--- src/rtl/max7219_pkg.sv ---
// rtl/max7219_pkg.sv - MAX7219 register map and sequencer constants
package max7219_pkg;

  localparam logic [7:0] REG_NOOP      = 8'h00;
  localparam logic [7:0] REG_DIGIT0    = 8'h01;
  localparam logic [7:0] REG_DECODE    = 8'h09;
  localparam logic [7:0] REG_INTENSITY = 8'h0A;
  localparam logic [7:0] REG_SCANLIMIT = 8'h0B;
  localparam logic [7:0] REG_SHUTDOWN  = 8'h0C;
  localparam logic [7:0] REG_TEST      = 8'h0F;

  localparam int INIT_STEPS = 5;
  localparam int ROWS       = 8;

  typedef enum logic {
    ST_INIT = 1'b0,
    ST_ROWS = 1'b1
  } seq_state_t;

endpackage

--- src/rtl/max7219_init_rom.sv ---
// rtl/max7219_init_rom.sv - init step to MAX7219 address/data byte pair
module max7219_init_rom
  import max7219_pkg::*;
(
  input  logic [2:0] step,
  input  logic [3:0] intensity,
  output logic [7:0] reg_addr,
  output logic [7:0] reg_data
);

  always_comb begin
    reg_addr = REG_NOOP;
    reg_data = 8'h00;
    case (step)
      3'd0: reg_addr = REG_TEST;
      3'd1: reg_addr = REG_DECODE;
      3'd2: begin
        reg_addr = REG_SCANLIMIT;
        reg_data = 8'h07;
      end
      3'd3: begin
        reg_addr = REG_INTENSITY;
        reg_data = {4'h0, intensity};
      end
      3'd4: begin
        reg_addr = REG_SHUTDOWN;
        reg_data = 8'h01;
      end
      default: ;
    endcase
  end

endmodule

--- src/rtl/max7219_frame_sequencer.sv ---
// rtl/max7219_frame_sequencer.sv - init then endless row refresh feeding the MAX7219 shifter
module max7219_frame_sequencer
  import max7219_pkg::*;
#(
  parameter int SIZE = 2
) (
  input  logic                clk,
  input  logic                reset_n,
  input  logic                spi_finished,
  input  logic [64*SIZE-1:0]  frame,
  input  logic [3:0]          intensity,
  input  logic                reinit,
  output logic [8*SIZE-1:0]   address,
  output logic [8*SIZE-1:0]   data,
  output logic                init_done,
  output logic                frame_done,
  output logic [2:0]          row_idx
);

  seq_state_t          state_q, state_d;
  logic [2:0]          step_q, step_d;
  logic [2:0]          row_q, row_d;
  logic [64*SIZE-1:0]  shadow_q, shadow_d;
  logic                fin_q;
  logic                pend_q, pend_d;
  logic [8*SIZE-1:0]   address_d, data_d;
  logic                init_done_d, frame_done_d;
  logic                adv, reinit_req;
  logic [2:0]          rom_step, next_row;
  logic [7:0]          rom_addr, rom_data, next_row_addr;

  // Gather row r of every device slot into one shifter data word.
  function automatic logic [8*SIZE-1:0] row_word(input logic [64*SIZE-1:0] src,
                                                 input logic [2:0] r);
    row_word = '0;
    for (int d = 0; d < SIZE; d++) begin
      row_word[8*d +: 8] = src[64*d + 8*int'(r) +: 8];
    end
  endfunction

  assign adv           = spi_finished & ~fin_q;
  assign reinit_req    = reinit | pend_q;
  assign rom_step      = (reinit_req || state_q == ST_ROWS) ? 3'd0 : step_q + 3'd1;
  assign next_row      = row_q + 3'd1;
  assign next_row_addr = REG_DIGIT0 + {5'd0, next_row};

  max7219_init_rom u_init_rom (
    .step      (rom_step),
    .intensity (intensity),
    .reg_addr  (rom_addr),
    .reg_data  (rom_data)
  );

  always_comb begin
    state_d      = state_q;
    step_d       = step_q;
    row_d        = row_q;
    shadow_d     = shadow_q;
    pend_d       = pend_q | reinit;
    address_d    = address;
    data_d       = data;
    init_done_d  = init_done;
    frame_done_d = 1'b0;
    if (adv) begin
      pend_d = 1'b0;
      if (reinit_req) begin
        state_d     = ST_INIT;
        step_d      = 3'd0;
        row_d       = 3'd0;
        init_done_d = 1'b0;
        address_d   = {SIZE{rom_addr}};
        data_d      = {SIZE{rom_data}};
      end else if (state_q == ST_INIT) begin
        if (step_q < 3'(INIT_STEPS - 1)) begin
          step_d    = step_q + 3'd1;
          address_d = {SIZE{rom_addr}};
          data_d    = {SIZE{rom_data}};
        end else begin
          // Row 0 bypasses the shadow so it matches the frame captured this edge.
          state_d     = ST_ROWS;
          step_d      = 3'd0;
          row_d       = 3'd0;
          shadow_d    = frame;
          init_done_d = 1'b1;
          address_d   = {SIZE{REG_DIGIT0}};
          data_d      = row_word(frame, 3'd0);
        end
      end else begin
        if (row_q < 3'(ROWS - 1)) begin
          row_d     = next_row;
          address_d = {SIZE{next_row_addr}};
          data_d    = row_word(shadow_q, next_row);
        end else begin
          row_d        = 3'd0;
          frame_done_d = 1'b1;
          shadow_d     = frame;
          address_d    = {SIZE{REG_DIGIT0}};
          data_d       = row_word(frame, 3'd0);
        end
      end
    end
  end

  always_ff @(posedge clk or negedge reset_n) begin
    if (!reset_n) begin
      state_q    <= ST_INIT;
      step_q     <= 3'd0;
      row_q      <= 3'd0;
      shadow_q   <= '0;
      fin_q      <= 1'b0;
      pend_q     <= 1'b0;
      address    <= {SIZE{REG_TEST}};
      data       <= '0;
      init_done  <= 1'b0;
      frame_done <= 1'b0;
    end else begin
      state_q    <= state_d;
      step_q     <= step_d;
      row_q      <= row_d;
      shadow_q   <= shadow_d;
      fin_q      <= spi_finished;
      pend_q     <= pend_d;
      address    <= address_d;
      data       <= data_d;
      init_done  <= init_done_d;
      frame_done <= frame_done_d;
    end
  end

  assign row_idx = row_q;

endmodule

--- config.mk ---
export PLATFORM = sky130hd
export DESIGN_NAME = max7219_frame_sequencer
export DESIGN_NICKNAME = d
export VERILOG_FILES = /design/src/rtl/max7219_pkg.sv /design/src/rtl/max7219_init_rom.sv /design/src/rtl/max7219_frame_sequencer.sv
export SDC_FILE = /design/constraint.sdc
export NUM_CORES = 1
export LEC_CHECK = 0
export ABC_AREA = 1
export CAP_MARGIN = 10
export CORE_MARGIN = 5
export CORE_UTILIZATION = 35
export DETAILED_ROUTE_END_ITERATION = 10
export DONT_BUFFER_PORTS = 1
export MAX_ROUTING_LAYER = met4
export PLACE_DENSITY = 0.48
export RECOVER_POWER = 100
export SLEW_MARGIN = 20
export SYNTH_ARGS = -nofsm -noshare
export SYNTH_HDL_FRONTEND = slang
export SYNTH_SLANG_ARGS = --single-unit
--- constraint.sdc ---
create_clock -name clk -period 5.05 [get_ports clk]
set_input_delay 0.7575 -clock clk [delete_from_list [all_inputs] [get_ports clk]]
set_output_delay 0.7575 -clock clk [all_outputs]
set_load 0.005 [all_outputs]
; ---- After elaboration in Yosys (flattened, before gate mapping)
; Cells that the tools add are included.
[op_classes]
n_addsub = 4
magnitude_cmp = 2
n_eq_ne = 9
shift = 2
mux = 32
bitwise_logic = 4
reduce_logical = 6
[op_table]
columns = op, count
row1 = two-way mux 128 bit, 3
row2 = indexed part select 128 x 7 -> 8 bit, 1
row3 = indexed part select 128 x 9 -> 8 bit, 1
row4 = two-way mux 16 bit, 7
row5 = two-way mux 3 bit, 8
row6 = one-hot mux 4 bit (5 select lines), 1
row7 = two-way mux 12 bit, 1
row8 = one-hot mux 4 bit (3 select lines), 1
row9 = two-way mux 1 bit, 11
row10 = adder 7 x 6 -> 8 bit (first input constant), 1
row11 = adder 3 x 1 -> 3 bit (second input constant), 2
row12 = equality test 3 x 2 -> 1 bit (second input constant), 2
row13 = < comparator 3 bit (second input constant), 2
row14 = != test 2 bit (second input constant), 3
row15 = adder 1 x 3 -> 4 bit (first input constant), 1
row16 = AND reduction 2 bit, 2
row17 = AND reduction 4 bit, 1
row18 = equality test 3 x 1 -> 1 bit (second input constant), 1
row19 = equality test 3 bit (second input constant), 1
row20 = zero test 3 bit, 1
row21 = != test 3 bit (second input constant), 1
row22 = AND reduction 3 bit, 1
row23 = != test 2 x 1 -> 1 bit (second input constant), 1
row24 = inverter 1 bit, 2
row25 = 3 further kinds, 3
[word_totals]
regBits = 171
inputBits = 136
output_inout_bits = 37

; ---- Longest topological paths before layout
[depth]
word_depth = 8
depth_mapped = 11

; ---- Modules after synthesis
; From an unflattened synthesis, not the netlist that was laid out.
[unflattened]
cells_unflattened = 1085
area_unflattened_um2 = 8546.9
[by_module_without_submodules]
columns = mod, n_inst, cells_per_inst, area_per_inst_um2, seq_area_each_um2
row1 = max7219_frame_sequencer, 1, 1057, 8406.8, 4083.9
row2 = max7219_init_rom, 1, 28, 140.1, 0.0

; ---- Worst setup path after synthesis
; No wires, ideal clock.
[synth_path]
kind = input -> register
from = input reinit
to = register shadow_q[100]
t_arrival_ns = 1.986
required_ns = 4.925
path_slack_ns = 2.939
cell_stages = 8
path_buffers = 2
cell_sequence = nor2_2 nand2_4 nor2_8 inv_4 nor2_4 buf_12 buf_12 mux2_4
[synth_between]
elab_chain_len = 3
[synth_rtl]
columns = element, line
row1 = start: declaration, max7219_frame_sequencer.sv:12  ; input logic reinit,
row2 = bitwise OR 1 bit, max7219_frame_sequencer.sv:42  ; assign reinit_req = reinit | pend_q;
row3 = inverter 1 bit (no line), --
row4 = AND reduction 4 bit (no line), --
row5 = end signal: assignment, max7219_frame_sequencer.sv:120  ; shadow_q <= shadow_d;
row6 = end: declaration, max7219_frame_sequencer.sv:23  ; logic [64*SIZE-1:0] shadow_q, shadow_d;
; No other way between the ends.
; A chain may end at the register's enable or synchronous reset.

; ---- Worst setup path after layout
[layout_path]
from = register fin_q
to = register shadow_q[48]
[layout_between]
elab_chain_len = 3
[layout_rtl]
columns = element, line
row1 = start: declaration, max7219_frame_sequencer.sv:24  ; logic fin_q;
row2 = start signal: assignment, max7219_frame_sequencer.sv:121  ; fin_q <= spi_finished;
row3 = inverter 1 bit, max7219_frame_sequencer.sv:41  ; assign adv = spi_finished & ~fin_q;
row4 = AND 1 bit, max7219_frame_sequencer.sv:41
row5 = AND reduction 4 bit (no line), --
; No other way between the ends.

==> impl_summary.txt <==
----------------------------------------------------
[Job]
  # Max-Cap Violations ... 1

[Final layout]
  Synth-to-layout area growth ... 3.767%
  Net total in the final layout ... 907
  Leading cell types in the layout, fill and taps excluded ... dfrtp_1, nand2_1, o21ai_0, mux2_1, nand3_1
  Sequential cell area in the final layout ... 3984 um^2
  Area of the multi-input gates ... 3112 um^2
  End-of-flow core utilization ... 36.88%
  Commonest non-fill, non-tap cell in the layout ... dfrtp_1
  Layout cells sized above 1 ... 6.795%
  Final instance area ... 8376 um^2
  Layout filler cell count ... 2,346

[Yosys]
  Number of instances in the synthesized netlist ... 795
  Share of synthesized cell area in full adder, half adder and majority cells ... 0.6201%
  Sequential cell area fraction in the yosys report ... 49.36%
  Average cell area after synthesis ... 10.15 um^2
  Xor-xnor portion of the synthesized cell area ... 0.3100%
  Netlist Area Pre-Place ... 8071 um^2
  Number of warnings reported in the yosys synthesis log ... 0
  Mux cell area share after synthesis ... 16.56%
  Synthesized flop and latch total ... 159
  Compound-cell area share of the yosys netlist ... 11.29%
  Top post-synthesis cells by area ... dfrtp_1, mux2_4, o21ai_0
  Dominant combinational cell family by area after synthesis ... multiplexers
  Number of library cell types mapped by synthesis ... 39
  Yosys top cell area share ... 48.05%
  Cell type with the highest aggregate area in the netlist ... dfrtp_1
  Basic-gate share of the synthesized area counting and, or, nand and nor cells ... 13.50%

[Floorplanning]
  Standard cell core area ... 22,710 um^2
  Starting density of the core ... 35.54%
  Area enclosed by the die boundary ... 26,200 um^2
  Number of I/O pins ... 173
  Count of standard-cell rows ... 55
  Die width ... 161.9 um
  Die height ... 161.9 um

[Worst setup path]
  WS Path Type ... reg -> reg
  Critical register-to-register path endpoint ... shadow_q[48]
  Worst-case register-to-register setup slack ... 1.56 ns
  Critical path launch point ... fin_q
  Worst Reg-to-Reg Cells ... 7
  Largest stage delay on the critical path ... 0.83 ns
  Endpoint of the worst setup timing path ... shadow_q[48]
  Required @ worst endpoint ... 5.35 ns
  Worst reg2reg path startpoint ... fin_q
  Critical Path Slowest Stage Cell ... nor2_1
  Data arrival time of the critical path ... 3.79 ns
  Largest fanout of any net on the critical path ... 81
  Cell-by-cell listing of the critical path ... nor2_1 > inv_1 > nor2_8 > inv_4 > nor2_4 > buf_12 > mux2_1
  Type of origin of the critical path ... flop
  Endpoint class of the critical path ... flop

[Clock network]
  Resized cells post-CTS ... 0
  Clock tree from TritonCTS ... yes
  CTS H-tree depth ... 4
  Number of post-CTS setup repair buffers ... 0
  Clock network latency to the later pin of the worst-skew pair ... 0.42 ns
  Largest buffer count on any clock path ... 2
  Buffer cell driving the clock tree root ... clkbuf_16
  Post-CTS Hold Buffers ... 0
  TritonCTS buffer count ... 17
  Register clock-pin slew on the reported worst setup and hold paths ... 0.07 ns
  Num Clock Sinks ... 159

[Power and ir drop]
  Pwr dens ... 356.3 nW/um^2
  Proportion of power drawn by combinational gates ... 6.7%
  Internal power of the cells ... 2.271 mW
  Sequential power share ... 49.2%
  Net switching share of the total power ... 23.90%
  VDD IR-drop max ... 173.7 uV
  Sw Pwr ... 0.7131 mW
  Clock network power share ... 44.1%
  Leakage power ... 4.039 nW

[Timing]
  Share of the cycle needed by the critical path after routing ... 69.19%
  RSZ-0062 raised after global routing ... no
  Least setup slack across all paths after layout ... 1.556 ns
  Hold Worst Slack ... 0.03165 ns
  Peak Freq ... 286.2 MHz
  Worst Clk Skew ... 0.01158 ns
  Tightest slew margin relative to the limit ... -6.895%
  Max Slew Vio Count ... 80
  Final Hold Viols ... 0
  Endpoints failing setup ... 0
  Final TNS setup ... 0 ns
  Final critical delay including setup and external delays ... 3.494 ns
  Worst-Margin Slew ... 1.603 ns

[Place]
  Sum of net half-perimeters after detailed placement ... 15,180 um
  Number of buffers inserted by port buffering ... 0
  Area post-placement ... 8077 um^2
  Placement-stage worst setup slack ... 2.100 ns
  Final weighted congestion in routability-driven placement ... 0.8173

[GRT]
  Number of antenna violations at the first check in global routing ... 16
  Maximum number of pins on one net before global-route repair ... 160
  Global-route wire length before repair ... 34,140 um
  All-layer global routing usage ... 17.27%
  Via count of the first global-routing pass ... 5,764
  Total congestion overflow after global routing ... 0

[Drt]
  First-pass iteration count of the detailed router ... 7
  Final wirelength ... 21,660 um
  Vias post-DR ... 5,479
  Post-DR wirelength/cell ... 20.04 um
  Average vias per placed instance ... 5.068
  DR DRC count ... 0
  Number of DRC violations after detailed-routing iteration 0 ... 388
  Final ANT Viol Nets ... 0

[Run status]
  Violations in the final reports ... max-capacitance violations, max-slew violations
  Status ... finished with violations

[Min path]
  Type of the tightest min-delay check ... in -> async

----------------------------------------------------
-- cell families after synthesis --
logic type	after synthesis
mux	90
flops	159
other cells	1
xor+xnor	2
simple gates	250
compound gates	171
fa+ha+maj	4
buf+inv	118
-- power by group through the flow --
stage	registers, mW	clock network (mW)	logic, mW
after global placement	1.50	0	0.244
final	1.47	1.32	0.199
after CTS	1.48	1.36	0.251
after floorplan	1.47	0	0.217
after global routing	1.48	1.41	0.232
after detailed placement	1.50	0	0.249
-- per-layer routing --
metal	vias to the layer above	wire, um	global-route usage [%]
li1	2644	-	-
met1	2633	9762	22.10
met2	177	9904	25.91
met3	25	1621	6.597
met4	0	376	4.498
met5	-	0	-
-- cell usage after synthesis (all sizes together) --
library cell,number
dfrtp,155
nand2,127
o21ai,103
mux2,90
nand3,64
inv,56
nor2,51
a21oi,44
buf,36
clkbuf,24
o211ai,13
o22ai,6
dfstp,4
ha,4
nand4,4
clkinv,2
or2,2
xnor2,2
a22o,1
a22oi,1
a31oi,1
conb,1
nand3b,1
nor3,1
o22a,1
o41ai,1
-- critical path, delay by kind of cell, from the launching register on --
| kind | cells | cell delay, ns |
|---|---|---|
| simple gates | 3 | 1.38 |
| flops | 1 | 0.37 |
| buf+inv | 3 | 1.17 |
| mux | 1 | 0.38 |
-- registers in the layout, indices dropped and copies added, names as in the netlist --
signal	count
shadow_q	128
state_q	1
step_q	3
address	4
fin_q	1
data	16
init_done	1
pend_q	1
frame_done	1
row_idx	3
-- worst min path at each step --
stage | start | cells past startpoint | slack, ns | end
3_3_place_gp | reset_n | 0 | 0.47 | shadow_q[117]
5_1_grt | reset_n | 0 | 0.007 | shadow_q[119]
6_report | reset_n | 0 | 0.03 | shadow_q[119]
4_1_cts | reset_n | 0 | 0.01 | shadow_q[119]
3_5_place_dp | reset_n | 0 | 0.47 | shadow_q[119]
2_1_floorplan | reset_n | 0 | 0.46 | data[0]
-- layout make-up --
class,count,area share [%]
Clock inverter,13,1.942
Sequential cell,159,47.56
Clock buffer,19,5.169
Timing Repair Buffer,6,0.8067
Tap cell,285,4.258
Antenna cell,16,0.4780
Multi-Input combinational cell,525,37.15
Inverter,58,2.629
-- metrics by stage --
stage / instances / total power [mW]
6_report: 1081 / 2.984
5_1_grt: 1081 / 3.130
4_1_cts: 1065 / 3.085
3_5_place_dp: 1033 / 1.747
3_3_place_gp: 1033 / 1.739
2_1_floorplan: 802 / 1.689
No activity file was read; power rests on OpenSTA's default activity.
